**src/rtl/clk_out_period_meter_pkg.sv**
```systemverilog
// Shared types and defaults for the divided-clock period meter.
// Pure declarations: no latency, no flow control.
package clk_out_period_meter_pkg;

  typedef enum logic [1:0] {
    ST_IDLE    = 2'd0,
    ST_ARM     = 2'd1,
    ST_MEASURE = 2'd2
  } meter_state_e;

  localparam int DEF_CNT_W       = 16;
  localparam int DEF_SYNC_STAGES = 2;

endpackage

```
**src/rtl/clk_out_period_meter_if.sv**
```systemverilog
// Control and result bundle between the meter and its consumer.
// Plain wires: no latency, no flow control (meas_valid is a one-cycle strobe).
interface clk_out_period_meter_if
  import clk_out_period_meter_pkg::*;
#(
  parameter int CNT_W = DEF_CNT_W
);
  logic             en;
  logic             sig_in;
  logic [CNT_W-1:0] period;
  logic [CNT_W-1:0] high_time;
  logic             meas_valid;
  logic             timeout;
  logic             busy;

  modport master (
    output en, sig_in,
    input  period, high_time, meas_valid, timeout, busy
  );

  modport slave (
    input  en, sig_in,
    output period, high_time, meas_valid, timeout, busy
  );
endinterface

```
**src/rtl/clk_out_period_meter_sync_rise_detect.sv**
```systemverilog
// Synchronizes an asynchronous level into clk and flags its rising edges.
// Latency SYNC_STAGES+1 edges to s/rise; no backpressure.
module sync_rise_detect
  import clk_out_period_meter_pkg::*;
#(
  parameter int SYNC_STAGES = DEF_SYNC_STAGES
) (
  input  logic clk,
  input  logic rst,
  input  logic sig_in,
  output logic s,
  output logic rise
);
  // Fewer than two flops would not be a metastability filter, so clamp.
  localparam int STAGES = (SYNC_STAGES < 2) ? 2 : SYNC_STAGES;

  logic [STAGES-1:0] chain;
  logic              s_d1;
  logic              rise_q;

  always_ff @(posedge clk or negedge rst) begin
    if (!rst) begin
      chain  <= '0;
      s_d1   <= 1'b0;
      rise_q <= 1'b0;
    end else begin
      chain  <= {chain[STAGES-2:0], sig_in};
      s_d1   <= chain[STAGES-1];
      rise_q <= chain[STAGES-1] & ~s_d1;
    end
  end

  // s is taken from s_d1 so the level stays cycle-aligned with the registered rise.
  assign s    = s_d1;
  assign rise = rise_q;
endmodule

```
**src/rtl/clk_out_period_meter.sv**
```systemverilog
// Measures period and high time of an asynchronous divided clock in clk cycles, with stuck timeout.
// Rise on sig_in -> meas_valid after SYNC_STAGES+2 edges; no backpressure, results overwrite.
module clk_out_period_meter
  import clk_out_period_meter_pkg::*;
#(
  parameter int CNT_W       = DEF_CNT_W,
  parameter int SYNC_STAGES = DEF_SYNC_STAGES
) (
  input logic                   clk,
  input logic                   rst,
  clk_out_period_meter_if.slave bus
);
  localparam logic [CNT_W-1:0] CNT_MAX = {CNT_W{1'b1}};

  logic s;
  logic rise;

  sync_rise_detect #(
    .SYNC_STAGES(SYNC_STAGES)
  ) u_sync (
    .clk    (clk),
    .rst    (rst),
    .sig_in (bus.sig_in),
    .s      (s),
    .rise   (rise)
  );

  meter_state_e     state_q, state_d;
  logic [CNT_W-1:0] cnt_q, cnt_d;
  logic [CNT_W-1:0] hcnt_q, hcnt_d;
  logic [CNT_W-1:0] period_q, period_d;
  logic [CNT_W-1:0] high_q, high_d;
  logic             vld_q, vld_d;
  logic             timeout_q, timeout_d;

  always_ff @(posedge clk or negedge rst) begin
    if (!rst) begin
      state_q   <= ST_IDLE;
      cnt_q     <= '0;
      hcnt_q    <= '0;
      period_q  <= '0;
      high_q    <= '0;
      vld_q     <= 1'b0;
      timeout_q <= 1'b0;
    end else begin
      state_q   <= state_d;
      cnt_q     <= cnt_d;
      hcnt_q    <= hcnt_d;
      period_q  <= period_d;
      high_q    <= high_d;
      vld_q     <= vld_d;
      timeout_q <= timeout_d;
    end
  end

  always_comb begin
    state_d   = state_q;
    cnt_d     = cnt_q;
    hcnt_d    = hcnt_q;
    period_d  = period_q;
    high_d    = high_q;
    vld_d     = 1'b0;
    timeout_d = timeout_q;

    // Disable beats everything, including a coincident rise; results hold.
    if (!bus.en) begin
      state_d   = ST_IDLE;
      cnt_d     = '0;
      hcnt_d    = '0;
      timeout_d = 1'b0;
    end else begin
      unique case (state_q)
        ST_IDLE: state_d = ST_ARM;
        ST_ARM: begin
          if (rise) begin
            state_d = ST_MEASURE;
            cnt_d   = CNT_W'(1);
            hcnt_d  = CNT_W'(1);
          end
        end
        ST_MEASURE: begin
          if (rise) begin
            period_d = cnt_q;
            high_d   = hcnt_q;
            vld_d    = 1'b1;
            cnt_d    = CNT_W'(1);
            hcnt_d   = CNT_W'(1);
          end else if (cnt_q == CNT_MAX) begin
            // Stuck input: drop the partial period and wait for a fresh edge.
            state_d   = ST_ARM;
            timeout_d = 1'b1;
            cnt_d     = '0;
            hcnt_d    = '0;
          end else begin
            cnt_d  = cnt_q + CNT_W'(1);
            hcnt_d = hcnt_q + CNT_W'(s);
          end
        end
        default: state_d = ST_IDLE;
      endcase
    end
  end

  assign bus.period     = period_q;
  assign bus.high_time  = high_q;
  assign bus.meas_valid = vld_q;
  assign bus.timeout    = timeout_q;
  assign bus.busy       = (state_q == ST_MEASURE);
endmodule
```
**src/flat_wrapper.sv**
```systemverilog
// flat-port wrapper written by rule: the top's interface ports become plain ports
module clk_out_period_meter_flat import clk_out_period_meter_pkg::*;
#(
  parameter int CNT_W       = DEF_CNT_W,
  parameter int SYNC_STAGES = DEF_SYNC_STAGES
)
  (clk, rst, bus_en, bus_sig_in, bus_period, bus_high_time, bus_meas_valid, bus_timeout, bus_busy);
  clk_out_period_meter_if #(.CNT_W(CNT_W)) bus_i ();
  input logic clk;
  input logic rst;
  input wire logic [$bits(bus_i.en)-1:0] bus_en;
  input wire logic [$bits(bus_i.sig_in)-1:0] bus_sig_in;
  output wire logic [$bits(bus_i.period)-1:0] bus_period;
  output wire logic [$bits(bus_i.high_time)-1:0] bus_high_time;
  output wire logic [$bits(bus_i.meas_valid)-1:0] bus_meas_valid;
  output wire logic [$bits(bus_i.timeout)-1:0] bus_timeout;
  output wire logic [$bits(bus_i.busy)-1:0] bus_busy;
  assign bus_i.en = bus_en;
  assign bus_i.sig_in = bus_sig_in;
  assign bus_period = bus_i.period;
  assign bus_high_time = bus_i.high_time;
  assign bus_meas_valid = bus_i.meas_valid;
  assign bus_timeout = bus_i.timeout;
  assign bus_busy = bus_i.busy;
  clk_out_period_meter #(.CNT_W(CNT_W), .SYNC_STAGES(SYNC_STAGES)) u_core (.clk(clk), .rst(rst), .bus(bus_i));
endmodule
```
**config.mk**
```make
export PLATFORM = sky130hd
export DESIGN_NAME = clk_out_period_meter_flat
export DESIGN_NICKNAME = d
export VERILOG_FILES = /design/src/rtl/clk_out_period_meter_pkg.sv /design/src/rtl/clk_out_period_meter_if.sv /design/src/rtl/clk_out_period_meter_sync_rise_detect.sv /design/src/rtl/clk_out_period_meter.sv /design/src/flat_wrapper.sv
export SDC_FILE = /design/constraint.sdc
export NUM_CORES = 1
export LEC_CHECK = 0
export ABC_AREA = 1
export BUFFER_PORTS_ARGS = -buffer_cell sky130_fd_sc_hd__buf_2
export CAP_MARGIN = 10
export CORE_MARGIN = 1.5
export CORE_UTILIZATION = 46
export CTS_CLUSTER_SIZE = 10
export DETAILED_ROUTE_END_ITERATION = 7
export PLACE_DENSITY = 0.61
export RECOVER_POWER = 50
export SYNTH_ARGS = -nofsm -noshare
export SYNTH_HDL_FRONTEND = slang
export SYNTH_SLANG_ARGS = --single-unit
```
**constraint.sdc**
```tcl
create_clock -name clk -period 1.9 [get_ports clk]
set_input_delay 0 -clock clk [delete_from_list [all_inputs] [get_ports clk]]
set_output_delay 0 -clock clk [all_outputs]
set_load 0.01 [all_outputs]
```
==> results.txt, run 1 <==
Status -> complete, no violations
Critical path endpoint category -> flop
Final WL -> 7410 um
Die Y -> 90.0 um
Nets@finish -> 492
Antenna Cells -> 0
Worst Setup Start Kind -> flop
Clock root buffer -> clkbuf_8
Max Clk Rate -> 0.583 GHz
Final Setup Violations -> 0
Critical path type -> reg -> reg
Clock latency reported for the late side of the worst-skew pair -> 0.35 ns
Vias in the first global route -> 2648
Fin. max-slew vios -> 0
Top_reg_cell synth -> dfrtp_1
Clock Sinks -> 72
WL/cell -> 12.6 um
CTS Buffer Depth -> 2
Commonest non-fill, non-tap cell in the layout -> nand2_1
Layout Skew -> 0.00715 ns
Synth async-reset ratio -> 100%
Total number of vias -> 2883
Setup_tns -> 0 ns
Most used cell, CP -> nand2_4
CTS buffer count -> 9
Total global routing overflow -> 0
First-pass GRT wire length -> 12700 um
Slew @ Worst Pin -> 1.15 ns
Worst Hold Class -> in -> reg
Vias per inst -> 4.89
Row count -> 31
Yosys reg bits -> 72
DP Wirelength -> 5290 um
Number of synthesized flops with an enable pin -> 0
Synth Net Count -> 447
# DRC -> 0
Initial core utilization -> 47.7%
Total power -> 3.36 mW
Worst slew margin -> 23.3%
Initial antenna violation count -> 0
Library cells used by synthesis -> 28
Syn. warnings -> 0
Synthesized area per cell -> 7.91 um2
Pre-antenna DRT Iters -> 5
Worst stage delay on the critical path -> 0.46 ns
Core Area -> 7290 um2
GRT Total Usage -> 19.8%
Io pins -> 39
Clock slew at the register clock pins of the worst setup and hold paths -> 0.08 ns
Worst-path cell chain -> ha_1 -> nand3_2 -> nor2_4 -> nand3_4 -> nand2_4 -> nand2_4 -> clkinv_2 -> nor2_1
Largest net degree at the start of global routing -> 54
CTS tree -> done
RSZ-0062 raised after global routing -> no
Synthesis-to-layout area growth -> 13.6%
Worst path slowest cell -> dfrtp_1
# port buffers -> 38
CP Data Required Time -> 2.15 ns
Leakage -> 1.87 nW
Hold WS -> 0.291 ns
Most frequent cells in the layout -> nand2_1, dfrtp_1, nor2_1
VDD IR max -> 0.373 mV
# H-tree levels -> 3
Post-Synthesis Cell Area -> 3480 um2
Die area -> 8100 um2
Share of the yosys chip area belonging to registers -> 51.8%
Max-cap viol count -> 0
Crit share post-route -> 90.3%
Die W -> 90.0 um
Power density over the cells -> 849 nW/um2
Routed Antenna Nets -> 0
DRT iter0 DRCs -> 160
Setup Buffers After CTS -> 0
CP arrival -> 1.96 ns
Post-Syn Instances -> 440
Max FO, Critical Path -> 12
Layout cells sized above 1 -> 8.57%
Post-layout minimum cycle time -> 1.72 ns
Placer Congestion -> 0.945
Hold violation count in the final report -> 0
-- stage by stage --
stage	setup slack [ns]	instance area, um2	cells	utilization [%]
floorplan	0.426	3480	440	-
global placement	0.284	3780	570	51.8
detailed placement	0.200	3780	570	51.8
CTS	0.206	4010	589	54.9
global route	0.0531	3950	589	54.2
finish	0.185	3950	589	54.2
-- sequential cells by signal, indices dropped and copies added, names as in the netlist --
register and cells:
u_core.hcnt_q 16, u_core.bus.high_time 16, u_core.bus.meas_valid 1, u_core.bus.timeout 1
u_core.cnt_q 16, u_core.bus.period 16, u_core.state_q 2, u_core.u_sync.s 1
u_core.u_sync.chain 2, u_core.u_sync.rise 1
-- cells in the mapped netlist (2+ instances only) --
library cell | instances | area [um2]
buf_2 | 4 | 20.0
nand2_1 | 146 | 548
o22ai_1 | 3 | 18.8
inv_1 | 42 | 158
nor3_1 | 2 | 10.0
nand3_1 | 29 | 145
nor2_2 | 3 | 18.8
clkinv_2 | 2 | 10.0
nand4_1 | 9 | 56.3
xor2_1 | 10 | 87.6
dfrtp_1 | 72 | 1800
nand2_4 | 3 | 33.8
o21ai_0 | 13 | 65.1
clkbuf_1 | 5 | 18.8
a21oi_1 | 4 | 20.0
nor2_1 | 54 | 203
ha_1 | 3 | 37.5
nand3_2 | 2 | 20.0
o21ai_1 | 21 | 105
inv_2 | 5 | 18.8
-- cells by family after synthesis --
| logic type | count (synthesis) | synth area share, % |
|---|---|---|
| fa+ha+maj | 3 | 1.08 |
| compound gates | 43 | 6.43 |
| xor+xnor | 10 | 2.52 |
| flops | 72 | 51.8 |
| simple gates | 252 | 31.2 |
| buf+inv | 60 | 7.01 |
-- area by class of cell --
type | count | area (um2)
Multi-Input combinational cell | 308 | 1440
Clock buffer | 9 | 124
Fill cell | 752 | 3340
Clock inverter | 7 | 72.6
Inverter | 49 | 186
Sequential cell | 72 | 1800
Timing Repair Buffer | 45 | 210
Tap cell | 99 | 124
-- worst max-delay path, delay by kind of cell (launching register included) --
family / cells / cell delay (ns)
buf+inv: 1 / 0.16
fa+ha+maj: 1 / 0.22
simple gates: 6 / 0.78
flops: 1 / 0.46
-- timing repair --
item | CTS | global route
hold buffers | 3 | 0
gates resized for setup | 0 | 0
hold endpoints to repair | 23 | 0
setup endpoints to repair | 0 | 0
-- routing by layer --
metal  wire length (um)  GRT usage (%)  up-vias
met2               3010           28.0       63
met3                280           3.21        9
met5                  0              0        -
met4                138           8.33        0
li1                   -              -     1477
met1               3980           29.9     1334
-- worst paths after layout --
check	startpoint	endpoint	slack [ns]	cells after the start
worst max-delay path	u_core.cnt_q[0]	u_core.cnt_q[10]	0.18	8
worst min-delay path	bus_sig_in	u_core.u_sync.chain[0]	0.29	2
worst max register to register	u_core.cnt_q[0]	u_core.cnt_q[10]	0.18	8
worst min register to register	u_core.u_sync.chain[0]	u_core.u_sync.chain[1]	0.35	0
max in group asynchronous	rst	u_core.bus.period[12]	0.49	3
min in group asynchronous	rst	u_core.bus.high_time[11]	0.39	2
-- report_power, final --
group | switching (mW) | internal [mW] | total, mW
logic | 0.277 | 0.146 | 0.423
registers | 0.0795 | 1.66 | 1.74
clock network | 0.590 | 0.605 | 1.19
Power figures use the tool's default switching activity.
==> run 2, diff against run 1 <==
- CORE_ASPECT_RATIO: not set -> 1.75
- MAX_ROUTING_LAYER: not set -> met4
==> results.txt, run 2 (synthesis gave the netlist of run 1 again) <==
Die area -> 8120 um2 (+0.25%)
Status -> complete, no violations
Initial antenna violation count -> 0 (unchanged)
Most frequent cells in the layout -> nand2_1, dfrtp_1, nor2_1
Largest net degree at the start of global routing -> 73 (+35%)
CP arrival -> 1.92 ns (-0.04 ns)
Max Clk Rate -> 0.590 GHz (+1.2%)
Worst Setup Start Kind -> flop
CTS Buffer Depth -> 2 (unchanged)
Clock Sinks -> 72 (unchanged)
Die W -> 68.8 um (-24%)
# fillers -> 723 (-3.9%)
Layout Skew -> 0.00576 ns (-0.00139 ns)
Synthesis-to-layout area growth -> 16.6%
RSZ-0062 raised after global routing -> no
Max FO, Critical Path -> 18 (+6)
Total number of vias -> 2951 (+2.4%)
Clock root buffer -> clkbuf_16
Core Area -> 7280 um2 (-0.10%)
Initial core utilization -> 47.8% (+0.049 points)
Vias in the first global route -> 2865 (+8.2%)
Pre-antenna DRT Iters -> 4 (-1)
First-pass GRT wire length -> 14100 um (+11%)
Setup_tns -> 0 ns (unchanged)
WL/cell -> 14.6 um (+16%)
Critical path type -> reg -> reg
GRT Total Usage -> 24.4% (+4.6 points)
Worst path bufs/invs -> 1 (unchanged)
Io pins -> 39 (unchanged)
Worst slew margin -> 35.0% (+12 points)
Commonest non-fill, non-tap cell in the layout -> nand2_1
Layout cells sized above 1 -> 13.8% (+5.2 points)
Leakage -> 2.01 nW (+7.4%)
Row count -> 41 (+32%)
Clock slew at the register clock pins of the worst setup and hold paths -> 0.06 ns (-0.02 ns)
Total global routing overflow -> 0 (unchanged)
# DRC -> 0 (unchanged)
Max-cap viol count -> 0 (unchanged)
# H-tree levels -> 3 (unchanged)
DP Wirelength -> 6240 um (+18%)
Routed Antenna Nets -> 0 (unchanged)
VDD IR max -> 0.559 mV (+50%)
Worst stage delay on the critical path -> 0.40 ns (-0.06 ns)
Fin. max-slew vios -> 0 (unchanged)
Nets@finish -> 495 (+0.61%)
CP Data Required Time -> 2.12 ns (-0.03 ns)
CP delay by family, top -> simple AND/OR/NAND/NOR gates
Post-layout minimum cycle time -> 1.70 ns (-0.0196 ns)
Final Setup Violations -> 0 (unchanged)
Worst Hold Class -> in -> reg
CTS buffer count -> 9 (unchanged)
Worst path slowest cell -> dfrtp_1
Post-route design area -> 4060 um2 (+2.7%)
Critical path endpoint category -> flop
Hold violation count in the final report -> 0 (unchanged)
Crit share post-route -> 89.3% (-1.0 points)
Antenna Cells -> 0 (unchanged)
Placement Cell Area -> 3790 um2 (+0.36%)
Power density over the cells -> 915 nW/um2 (+7.7%)
Worst-path cell chain -> inv_1 -> nand3_1 -> nand3_2 -> nand3_1 -> nor2_1 -> nand2_1 -> nand2_1 -> nor2_1
Clock latency reported for the late side of the worst-skew pair -> 0.33 ns (-0.02 ns)
Vias per inst -> 5.10 (+4.1%)
# port buffers -> 38 (unchanged)
Die Y -> 118 um (+31%)
DRT iter0 DRCs -> 238 (+49%)
Placer Congestion -> 0.930 (-1.6%)
CTS tree -> done
Final WL -> 8450 um (+14%)
Slew @ Worst Pin -> 0.975 ns (-0.176 ns)
run 2: cell count changes in the layout (fill, tap and decap cells not counted), sizes merged:
cell	delta
buf	+25
clkbuf	-20
bufinv	-1
dlygate4sd3	-1
run 2: worst paths after layout:
check                                  startpoint                  endpoint  slack, ns  depth (start not counted)
min in group asynchronous                     rst          u_core.cnt_q[14]       0.46                          3
setup reg to reg                u_core.state_q[1]          u_core.cnt_q[14]       0.20                          8
setup / recovery                u_core.state_q[1]          u_core.cnt_q[14]       0.20                          8
max in group asynchronous                     rst  u_core.bus.high_time[15]       0.79                          3
hold reg to reg            u_core.u_sync.chain[0]    u_core.u_sync.chain[1]       0.35                          0
hold / removal                             bus_en           u_core.cnt_q[0]       0.05                          3
run 2: cell type report:
class                      count  area (um2)  area share (%)
sequential                    72        1800            44.4
clock inverter                 6        35.0           0.863
clock buffer                  10         239            5.89
tap                           86         108            2.65
multi-input combinational    308        1440            35.4
inverter                      49         186            4.59
timing repair buffer          48         254            6.26
run 2: power by group:
part           switching, mW  leakage [nW]  total [mW]  internal (mW)
logic                  0.280         0.915       0.440          0.160
registers             0.0774         0.957        1.74           1.66
clock network          0.624         0.134        1.53          0.908
run 2: worst register-to-register path, cell delays in order, from the launching register on:
cell and delay [ns]:
dfrtp_1 0.40, inv_1 0.10, nand3_1 0.08, nand3_2 0.32
nand3_1 0.28, nor2_1 0.22, nand2_1 0.07, nand2_1 0.06
nor2_1 0.04
run 2: timing repair:
action	in CTS	in global routing
resized for setup	0	0
hold buffers	2	0
endpoints found under the hold margin	73	0
setup buffers	0	0
run 2: metal layers:
layer	part of all wire, %	global-route usage, %	routed length, um
met3	2.7	4.97	230
met4	3.5	11.2	300
met5	0	-	0
met2	54	40.3	4600
met1	39	27.2	3330
run 2: per-stage QoR:
step | worst slack (ns) | utilization (%) | std cells | total power [mW] | hold WS (ns)
floorplan | 0.426 | - | 440 | 2.03 | -0.296
global route | 0.000265 | 55.7 | 579 | 3.91 | 0.0693
global placement | 0.209 | 52.1 | 561 | 2.22 | 0.0563
finish | 0.204 | 55.7 | 579 | 3.71 | 0.0496
detailed placement | 0.199 | 52.1 | 561 | 2.23 | 0.0635
CTS | 0.193 | 56.1 | 579 | 3.78 | 0.0350
==> run 3, diff against run 2 <==
- GPL_TIMING_DRIVEN: not set -> 0
==> results.txt, run 3 (synthesis gave the netlist of run 1 again) <==
Status -> complete, no violations
Crit share post-route -> 93.7% (+4.4 points)
Dpl cells -> 564 (+0.53%)
WHS Endpoint -> u_core.state_q[0]
# port buffers -> 38 (unchanged)
Nets@finish -> 498 (+0.61%)
RSZ-0062 raised after global routing -> no
Placement Cell Area -> 3780 um2 (-0.33%)
Die W -> 68.8 um (unchanged)
CTS buffer count -> 9 (unchanged)
Finished Core Util -> 55.6% (-0.14 points)
Layout Skew -> 0.00816 ns (+0.00240 ns)
# H-tree levels -> 3 (unchanged)
Hold WS -> 0.0590 ns (+0.00934 ns)
Total global routing overflow -> 0 (unchanged)
Post-layout minimum cycle time -> 1.78 ns (+0.0836 ns)
DRT iter0 DRCs -> 227 (-4.6%)
Worst slew margin -> 33.1% (-1.9 points)
Critical path type -> reg -> reg
Critical path endpoint category -> flop
Routed Antenna Nets -> 0 (unchanged)
Row count -> 41 (unchanged)
Clock Sinks -> 72 (unchanged)
DP Wirelength -> 6330 um (+1.4%)
Io pins -> 39 (unchanged)
CTS tree -> done
VDD IR max -> 0.800 mV (+43%)
Worst r2r dst -> u_core.cnt_q[6]
Slew @ Worst Pin -> 1.00 ns (+0.0279 ns)
Total power -> 3.85 mW (+3.7%)
Initial antenna violation count -> 0 (unchanged)
Fin. max-slew vios -> 0 (unchanged)
Initial core utilization -> 47.8% (unchanged)
Vias in the first global route -> 2885 (+0.70%)
Die area -> 8120 um2 (unchanged)
CTS Buffer Depth -> 2 (unchanged)
GRT Total Usage -> 24.5% (+0.11 points)
Core Area -> 7280 um2 (unchanged)
Die Y -> 118 um (unchanged)
Final WL -> 8680 um (+2.7%)
R2R Setup Slk -> 0.12 ns (-0.08 ns)
Hold Path Depth -> 5 (+2)
Worst-case reg-to-reg path depth -> 9 (+1)
Total number of vias -> 2958 (+0.24%)
Clock root buffer -> clkbuf_16
Reg2reg start -> u_core.cnt_q[0]
Max FO, Critical Path -> 10 (-8)
Placer Congestion -> 0.906 (-2.5%)
Most frequent cells in the layout -> nand2_1, dfrtp_1, nor2_1
Commonest non-fill, non-tap cell in the layout -> nand2_1
WL/cell -> 14.9 um (+2.3%)
Clock slew at the register clock pins of the worst setup and hold paths -> 0.06 ns (about the same)
Largest net degree at the start of global routing -> 73 (unchanged)
Antenna Cells -> 0 (unchanged)
CP arrival -> 2.00 ns (+0.08 ns)
Worst Hold Class -> in -> reg
Fin worst setup slack -> 0.121 ns (-0.0836 ns)
Synthesis-to-layout area growth -> 16.3%
Layout cells sized above 1 -> 8.69% (-5.1 points)
Hold violation count in the final report -> 0 (unchanged)
Leakage -> 1.92 nW (-4.1%)
Hold Crit Start -> bus_en
First-pass GRT wire length -> 14000 um (-0.73%)
Cell Count, Final, Fillers Out -> 581 (+0.35%)
Post-route design area -> 4050 um2 (-0.25%)
Max-cap viol count -> 0 (unchanged)
DP Worst Slack -> 0.0303 ns (-0.169 ns)
Final Setup Violations -> 0 (unchanged)
Power density over the cells -> 951 nW/um2 (+3.9%)
Vias per inst -> 5.09 (-0.11%)
Setup_tns -> 0 ns (unchanged)
CP Data Required Time -> 2.12 ns (about the same)
Worst Setup Start Kind -> flop
Clock latency reported for the late side of the worst-skew pair -> 0.34 ns (about the same)
# DRC -> 0 (unchanged)
Pre-antenna DRT Iters -> 7 (+3)
Max Clk Rate -> 0.562 GHz (-4.7%)
==> run 3: cell types whose count changed in the layout (fill, tap and decap cells not counted), sizes merged <==
cell | previous run | this run
buf | 32 | 9
bufinv | 0 | 1
clkbuf | 24 | 52
clkinv | 6 | 3
clkinvlp | 2 | 1
==> run 3: power breakdown <==
part	internal [mW]	switching [mW]
Clock	1.04	0.618
Sequential	1.67	0.0893
Combinational	0.149	0.285
Total	2.86	0.992
==> run 3: area by class of cell <==
class,instances,area (um2)
Fill cell,724,3240
Sequential cell,72,1800
Multi-Input combinational cell,308,1440
Clock buffer,12,246
Inverter,49,186
Timing Repair Buffer,40,170
Tap cell,86,108
Buffer,11,57.6
Clock inverter,3,42.5
==> run 3: worst max-delay path by stage <==
stage | cells after the start | slack (ns) | startpoint | to
after floorplan | 9 | 0.43 | u_core.cnt_q[0] | u_core.cnt_q[6]
after global placement | 9 | 0.04 | u_core.cnt_q[0] | u_core.cnt_q[10]
after detailed placement | 9 | 0.03 | u_core.cnt_q[0] | u_core.cnt_q[5]
after CTS | 9 | 0.01 | u_core.cnt_q[0] | u_core.cnt_q[6]
after global routing | 9 | 0.004 | u_core.cnt_q[0] | u_core.cnt_q[3]
final | 9 | 0.12 | u_core.cnt_q[0] | u_core.cnt_q[6]
==> run 3: worst max-delay path, cell delays in order (launching register included) <==
cell	delay, ns
dfrtp_2	0.44
ha_1	0.21
nand3_2	0.12
nor2_4	0.19
nand3_4	0.17
nand2_4	0.16
nand2_4	0.09
clkinv_2	0.08
buf_6	0.14
nor2_1	0.05
==> run 3: what timing repair did <==
item | CTS | global route
gates resized for setup | 0 | 1
endpoints found under the setup margin | 0 | 10
hold buffers | 2 | 0
hold endpoints to repair | 73 | 0
setup buffers | 0 | 0
==> run 3: layer usage <==
metal	track usage, %	wire (um)	up-vias
li1	-	-	1484
met1	26.4	3470	1400
met2	41.1	4740	60
met3	6.21	286	14
met4	10.2	189	0
met5	-	0	-
